### src/rtl/hilo_muldiv_pkg.sv
// Shared encodings for the HI/LO multiply/divide unit and the decode stage.
// HILO_MULDIV_DIV_EN enables the DIV state and the iterative divider.
package hilo_muldiv_pkg;

  localparam int ITER_COUNT = 32;
  localparam int CNT_W      = $clog2(ITER_COUNT);
  localparam logic [CNT_W-1:0] LAST_ITER = CNT_W'(ITER_COUNT - 1);

  typedef enum logic [2:0] {
    OP_NONE  = 3'b000,
    OP_MULT  = 3'b001,
    OP_MULTU = 3'b010,
    OP_DIV   = 3'b011,
    OP_DIVU  = 3'b100,
    OP_MTHI  = 3'b101,
    OP_MTLO  = 3'b110,
    OP_RSVD  = 3'b111
  } op_e;

  typedef enum logic [1:0] {
    ST_IDLE = 2'd0,
    ST_MUL  = 2'd1,
`ifdef HILO_MULDIV_DIV_EN
    ST_DIV  = 2'd2,
`endif
    ST_FIX  = 2'd3
  } state_e;

  function automatic logic op_is_signed(input logic [2:0] op);
    return (op == OP_MULT) || (op == OP_DIV);
  endfunction

endpackage

### src/rtl/hilo_sign_fix.sv
// Operand magnitude extraction at acceptance and sign correction of the raw
// unsigned result (product, or remainder:quotient) in the FIX cycle.
module hilo_sign_fix (
  input  logic        signed_i,
  input  logic [31:0] rs_i,
  input  logic [31:0] rt_i,
  output logic [31:0] rs_mag_o,
  output logic [31:0] rt_mag_o,
  input  logic        fix_div_i,
  input  logic        rs_neg_i,
  input  logic        rt_neg_i,
  input  logic [63:0] raw_i,
  output logic [63:0] fix_o
);

  always_comb begin
    rs_mag_o = (signed_i && rs_i[31]) ? -rs_i : rs_i;
    rt_mag_o = (signed_i && rt_i[31]) ? -rt_i : rt_i;
  end

  // rs_neg_i/rt_neg_i are already qualified by the signed flavour of the op.
  always_comb begin
    fix_o = raw_i;
    if (fix_div_i) begin
      if (rs_neg_i ^ rt_neg_i) fix_o[31:0]  = -raw_i[31:0];
      if (rs_neg_i)            fix_o[63:32] = -raw_i[63:32];
    end else if (rs_neg_i ^ rt_neg_i) begin
      fix_o = -raw_i;
    end
  end

endmodule

### src/rtl/hilo_muldiv_unit.sv
// Iterative HI/LO multiply/divide unit: shift-add multiply, restoring divide,
// one-cycle sign fix. Divider present only with HILO_MULDIV_DIV_EN defined.
module hilo_muldiv_unit
  import hilo_muldiv_pkg::*;
(
  input  logic        clk,
  input  logic        rst,
  input  logic        start,
  input  logic [2:0]  op,
  input  logic [31:0] rs_val,
  input  logic [31:0] rt_val,
  output logic        busy,
  output logic        done,
  output logic [31:0] hi,
  output logic [31:0] lo
);

  state_e           state_q;
  logic [CNT_W-1:0] cnt_q;
  logic [63:0]      acc_q;     // product, or {remainder, quotient/dividend}
  logic [31:0]      opnd_q;    // multiplicand or divisor magnitude
  logic             div_q, rs_neg_q, rt_neg_q;
  logic [31:0]      hi_q, lo_q;
  logic             busy_q, done_q;
  logic [31:0]      rs_mag, rt_mag;
  logic [63:0]      fix_val, result_d;
  logic [32:0]      mul_sum;
  logic [63:0]      mul_next;

  hilo_sign_fix u_sign_fix (
    .signed_i  (op_is_signed(op)),
    .rs_i      (rs_val),
    .rt_i      (rt_val),
    .rs_mag_o  (rs_mag),
    .rt_mag_o  (rt_mag),
    .fix_div_i (div_q),
    .rs_neg_i  (rs_neg_q),
    .rt_neg_i  (rt_neg_q),
    .raw_i     (acc_q),
    .fix_o     (fix_val)
  );

  always_comb begin
    mul_sum  = {1'b0, acc_q[63:32]} + (acc_q[0] ? {1'b0, opnd_q} : 33'h0);
    mul_next = {mul_sum, acc_q[31:1]};
  end

`ifdef HILO_MULDIV_DIV_EN
  logic        div0_q;
  logic [31:0] rs_q;
  logic [32:0] div_shift, div_diff;
  logic [63:0] div_next;

  always_comb begin
    div_shift = {acc_q[63:32], acc_q[31]};
    div_diff  = div_shift - {1'b0, opnd_q};
    div_next  = div_diff[32] ? {div_shift[31:0], acc_q[30:0], 1'b0}
                             : {div_diff[31:0],  acc_q[30:0], 1'b1};
    result_d  = fix_val;
    if (div_q && div0_q) result_d = {rs_q, 32'hFFFF_FFFF};
  end
`else
  always_comb result_d = fix_val;
`endif

  always_ff @(posedge clk or posedge rst) begin
    if (rst) begin
      state_q  <= ST_IDLE;
      cnt_q    <= '0;
      acc_q    <= '0;
      opnd_q   <= '0;
      div_q    <= 1'b0;
      rs_neg_q <= 1'b0;
      rt_neg_q <= 1'b0;
      hi_q     <= '0;
      lo_q     <= '0;
      busy_q   <= 1'b0;
      done_q   <= 1'b0;
`ifdef HILO_MULDIV_DIV_EN
      div0_q   <= 1'b0;
      rs_q     <= '0;
`endif
    end else begin
      done_q <= 1'b0;
      case (state_q)
        ST_IDLE: begin
          if (start) begin
            case (op_e'(op))
              OP_MTHI: hi_q <= rs_val;
              OP_MTLO: lo_q <= rs_val;
              OP_MULT, OP_MULTU: begin
                state_q  <= ST_MUL;
                busy_q   <= 1'b1;
                cnt_q    <= '0;
                acc_q    <= {32'h0, rt_mag};
                opnd_q   <= rs_mag;
                div_q    <= 1'b0;
                rs_neg_q <= op_is_signed(op) & rs_val[31];
                rt_neg_q <= op_is_signed(op) & rt_val[31];
              end
              OP_DIV, OP_DIVU: begin
`ifdef HILO_MULDIV_DIV_EN
                state_q  <= ST_DIV;
                busy_q   <= 1'b1;
                cnt_q    <= '0;
                acc_q    <= {32'h0, rs_mag};
                opnd_q   <= rt_mag;
                div_q    <= 1'b1;
                div0_q   <= (rt_val == 32'h0);
                rs_q     <= rs_val;
                rs_neg_q <= op_is_signed(op) & rs_val[31];
                rt_neg_q <= op_is_signed(op) & rt_val[31];
`else
                done_q   <= 1'b1;
`endif
              end
              default: ;
            endcase
          end
        end
        ST_MUL: begin
          acc_q <= mul_next;
          cnt_q <= cnt_q + 1'b1;
          if (cnt_q == LAST_ITER) state_q <= ST_FIX;
        end
`ifdef HILO_MULDIV_DIV_EN
        ST_DIV: begin
          acc_q <= div_next;
          cnt_q <= cnt_q + 1'b1;
          if (cnt_q == LAST_ITER) state_q <= ST_FIX;
        end
`endif
        ST_FIX: begin
          hi_q    <= result_d[63:32];
          lo_q    <= result_d[31:0];
          done_q  <= 1'b1;
          busy_q  <= 1'b0;
          cnt_q   <= '0;
          state_q <= ST_IDLE;
        end
        default: state_q <= ST_IDLE;
      endcase
    end
  end

  assign busy = busy_q;
  assign done = done_q;
  assign hi   = hi_q;
  assign lo   = lo_q;

endmodule

### config.mk
export PLATFORM = sky130hd
export DESIGN_NAME = hilo_muldiv_unit
export DESIGN_NICKNAME = d
export VERILOG_FILES = /design/src/rtl/hilo_muldiv_pkg.sv /design/src/rtl/hilo_sign_fix.sv /design/src/rtl/hilo_muldiv_unit.sv
export SDC_FILE = /design/constraint.sdc
export NUM_CORES = 1
export LEC_CHECK = 0
export CORE_MARGIN = 2
export CORE_UTILIZATION = 25
export DETAILED_ROUTE_END_ITERATION = 8
export SLEW_MARGIN = 20
export SYNTH_ARGS = -nofsm -noshare
export SYNTH_HDL_FRONTEND = slang
export SYNTH_SLANG_ARGS = --single-unit
### constraint.sdc
create_clock -name clk -period 5.2 [get_ports clk]
set_input_delay 1.04 -clock clk [delete_from_list [all_inputs] [get_ports clk]]
set_output_delay 1.04 -clock clk [all_outputs]
set_load 0.02 [all_outputs]
## Word-level counts from Yosys, hierarchy flattened

Cells that the tools add are included.

| storage, ports and cells | value |
|---|---|
| register bits | 171 |
| logic and storage cells | 74 |
| input port bits | 70 |

| operators by class | value |
|---|---|
| mux-type cells | 26 |
| add/subtract/negate cells | 5 |
| bitwise operators | 3 |
| reduce and logical (&&, ||, !) cells | 16 |
| eq/ne operators | 14 |

Operator list:

| operator | number |
|---|---|
| 2-to-1 mux 32 bit | 7 |
| 2-to-1 mux 64 bit | 3 |
| case mux 32 bit (2 select lines) | 2 |
| case mux 64 bit (2 select lines) | 1 |
| negation 32 bit | 2 |
| negation 64 bit | 1 |
| adder 32 x 32 -> 33 bit | 1 |
| AND reduction 3 bit | 7 |
| case mux 5 bit (3 select lines) | 1 |
| 2-to-1 mux 5 bit | 2 |
| == test 3 bit, second input constant | 3 |
| == test 3 x 2 -> 1 bit, second input constant | 2 |
| 2-to-1 mux 2 bit | 3 |
| inequality test 2 x 1 -> 1 bit, second input constant | 3 |
| adder 5 x 1 -> 5 bit, second input constant | 1 |
| == test 5 bit, second input constant | 1 |
| 2-to-1 mux 1 bit | 4 |
| inequality test 2 bit, second input constant | 2 |
| case mux 1 bit (2 select lines) | 2 |
| case mux 2 bit (2 select lines) | 1 |
| nonzero test 2 bit | 2 |
| OR reduction 2 bit | 2 |
| == test 3 x 1 -> 1 bit, second input constant | 1 |
| nonzero test 3 bit | 1 |
| 7 further kinds | 9 |

## Longest topological paths before layout

| depth | value |
|---|---|
| word-level depth | 7 |
| gate-level depth with buffers | 16 |
| mapped depth without buffers | 14 |

## By module

From an unflattened synthesis, not the netlist that was laid out.

| second synthesis, totals | value |
|---|---|
| cell total of the unflattened synthesis | 1,469 |
| area total of the unflattened synthesis | 12,388.1 µm² |

Modules (own cells, without submodules):

| module | cells each | area an instance (µm²) | seq. area each (µm²) | instances |
|---|---|---|---|---|
| hilo_muldiv_unit | 987 | 9,256.4 | 4,279.1 | 1 |
| hilo_sign_fix | 482 | 3,131.8 | 0.0 | 1 |

## Worst setup path before layout

No wires, ideal clock.

| path | value |
|---|---|
| path kind | register to register |
| start point | register acc_q[0] |
| end point | register acc_q[62] |
| required time | 5.067 ns |
| library setup time | 0.133 ns |
| arrival | 3.179 ns |
| slack | 1.888 ns |
| cell stages (with the launch flop) | 16 |
| cells stage by stage | dfrtp_1 > clkbuf_1 > clkbuf_1 > nand2_1 > inv_1 > ha_1 > a211oi_1 > nor2_1 > o311ai_0 > o21ai_0 > a311oi_1 > o21ai_0 > a311oi_1 > o221ai_1 > xnor2_1 > o21ai_0 |

| on the way | value |
|---|---|
| cells in the longest elaborated chain, start to end | 3 |

RTL lines:

| what | RTL line | RTL |
|---|---|---|
| start: declaration | hilo_muldiv_unit.sv:20 | `logic [63:0] acc_q;` |
| start signal: assignment | hilo_muldiv_unit.sv:95 | `acc_q <= {32'h0, rt_mag};` |
| start signal: assignment | hilo_muldiv_unit.sv:122 | `acc_q <= mul_next;` |
| 2-to-1 mux 32 bit | hilo_muldiv_unit.sv:44 | `mul_sum = {1'b0, acc_q[63:32]} + (acc_q[0] ? {1'b0, opnd_q} : 33'h0);` |
| adder 32 x 32 -> 33 bit | hilo_muldiv_unit.sv:44 |  |
| case mux 64 bit (2 select lines) | hilo_muldiv_unit.sv:85 | `case (state_q)` |

No other way between the ends.
A chain may end at the register's enable or synchronous reset.

## Worst setup path in the final report

Same ends and word-level chain as after synthesis.

==> metrics.txt <==
status=complete, no violations; Synth Cell Area=approximately 12000 um2; # resized after CTS=0; Most used DFF post-synth=dfrtp_1; worst endpoint required time=5.50 ns; io pins=136; max-cap violations=0; worst slew pin tran=1.10 ns; CORE AREA=46300 um2; Tot Pwr=7.57 mW; row count=79; register area share after synthesis=36.8%; clk sinks=171; Detailed Route WL=39.7 mm; final setup slack of the worst path=1.33 ns; DRC=0; fraction of registers with async set/reset=100%; drt first pass iters=5; Synth cell types=61; period utilisation layout=around three quarters; crit path DAT=4.17 ns; kind of critical path=reg2reg; Hold Fails Final Rpt=0; H-Tree Depth=4; Synth top area share=between 30% and 40%; Post-synth EDFFs=0; Iteration-0 DRC Markers=1166; Clock Skew=~0.013 ns; crit end category=flop; Nets=1674; layout cells sized above 1=4.70%; max-slew violations=0; xor and xnor fraction of the mapped netlist area=9.94%; Die X=between 200 and 250 um; post-synthesis simple-gate area fraction=21.1%; Placed Cells incl. Taps=2149; Initial Utilization=25.1%; area grow syn2layout=22.9%; ANT nets after route=0; Max-slew headroom=26.8%; synthesis-stage register bit count=171; reg2reg setup slack=around 1.3 ns; top post-synthesis cells by count=o21ai_0, nand2_1, dfrtp_1, a21oi_1, nor2_1; Routed WL per cell=18.2 um; Total Routing Usage GR=16.7%; Root Driver=clkbuf_16; Adder-Cell Fraction of Synth Area=4.58%; Tmin final=roughly 3.9 ns; cell area after layout=14300 um2; Hold Slack=0.481 ns; main combinational cell family by area after synthesis=compound AO/OA/AOI/OAI gates; fin cells=2183; final setup fails=0; Detailed Place HPWL=29.7 mm; drt via density=5.09; largest net degree at the start of global routing=about 170; cts bufs inserted=17; final core utilization=30.9%; initial antenna violation count=1; synth warn=0; RSZ-0062 raised after global routing=no; Compound-Gate Fraction of Synth Area=roughly a quarter; Max Freq=approximately 260 MHz; worst hold path type=reg2reg; placed cell areas=13700 um2; Power Density=between 500 and 600 nW/um2; proportion of synthesized area in mux cells=0.441%; post-synthesis area per instance=7.93 um2; CP startpoint kind=flop; TNS Setup=0 ns; global route overflow=0; CTS tree=done; most instantiated library cell after synthesis=o21ai_0; critical path fanouts, max=16; first-pass GRT wire length=a little over 60 mm; clock buffer depth=2; Via Count=~11k; number of buffers inserted by post-CTS setup repair=0; Final GP Congestion=0.918; Post-Syn Nets=1579; Die Y=220 um; top cells by area, synth=dfrtp_1, o21ai_0, nand2_1; Synth Instances=1467; Skew-Pair Late Insertion Delay=between 0.4 and 0.5 ns; Synth area leader=dfrtp_1; vias in the first global route=10.6k; DIE AREA=48300 um2; hold buffers post-CTS=0; Placement Setup Slack=0.974 ns; VDD IR max=0.000288 V; Clock transition at path regs=~0.07 ns; Port Buffers=135; LEAKAGE=between 5 and 6 nW
-- where the power goes --
group          internal (mW)  total [mW]  switching (mW)
logic                   1.50        3.75            2.25
registers               1.89        2.48           0.586
clock network          0.734        1.35           0.611
total                   4.13        7.57            3.45
-- worst max-delay path: stages, from the launching register on --
cell and delay (ns):
dfrtp_1 0.45, buf_4 0.22, and2_1 0.17, ha_1 0.32
o21ai_0 0.19, nor2_1 0.09, o311ai_0 0.40, o21ai_0 0.20
a311oi_1 0.49, o21ai_0 0.27, a311oi_1 0.48, o221ai_1 0.20
xnor2_1 0.15, o21ai_0 0.08
-- kinds of logic after synthesis --
family / Yosys count
buf+inv: 109
fa+ha+maj: 42
xor+xnor: 132
simple gates: 521
flops: 171
compound gates: 487
mux: 5
-- registers in the layout (all words and copies together), names as in the netlist, 2 cells and up --
name	count
acc_q	64
state_q	2
cnt_q	5
lo	32
hi	32
opnd_q	32
-- final timing paths --
kind                            startpoint        end  cells after the start
worst max-delay path              acc_q[0]  acc_q[62]                     13
worst min-delay path                hi[17]     hi[17]                      2
worst max register to register    acc_q[0]  acc_q[62]                     13
worst min register to register      hi[17]     hi[17]                      2
max in group asynchronous              rst  acc_q[57]                      3
min in group asynchronous              rst     lo[20]                      3
-- final cells by class --
| type | count | area, um2 |
|---|---|---|
| clock inverters | 13 | 151 |
| flip-flops and latches | 171 | 4280 |
| inverters | 34 | 131 |
| diodes | 1 | 2.50 |
| well taps | 607 | 759 |
| multi-input cells | 1187 | 7030 |
| clock buffers | 19 | 443 |
| repair buffers | 151 | 1500 |
| fillers | 4978 | 32000 |
-- metal layers --
layer / routed length [um] / share of wire (%) / GRT usage, %
met1: 19000 / 48 / 24.1
met2: 17300 / 44 / 25.4
met3: 2460 / 6.2 / 2.95
met4: 916 / 2.3 / 5.10
met5: 0 / 0 / 0
-- layout by cell type, fill, tap and decap left out, types with 5 or more instances in the layout --
cell type	n
buf_4	14
a31oi_1	8
inv_6	8
o21ai_0	256
ha_1	39
nor2b_1	10
xor2_1	61
and2_1	34
nand2_1	239
or3_1	29
xnor2_1	69
nor2_1	87
nand2b_1	10
inv_1	33
nor3_1	28
o41ai_1	5
or4_1	6
clkdlybuf4s50_1	135
a21oi_1	124
dfrtp_1	171
a21o_1	25
clkbuf_16	18
a211oi_1	9
nand3_1	25
and3_1	14
o21ai_1	5
nand3b_1	5
o31ai_1	17
nor4_1	13
Power figures use the tool's default switching activity.
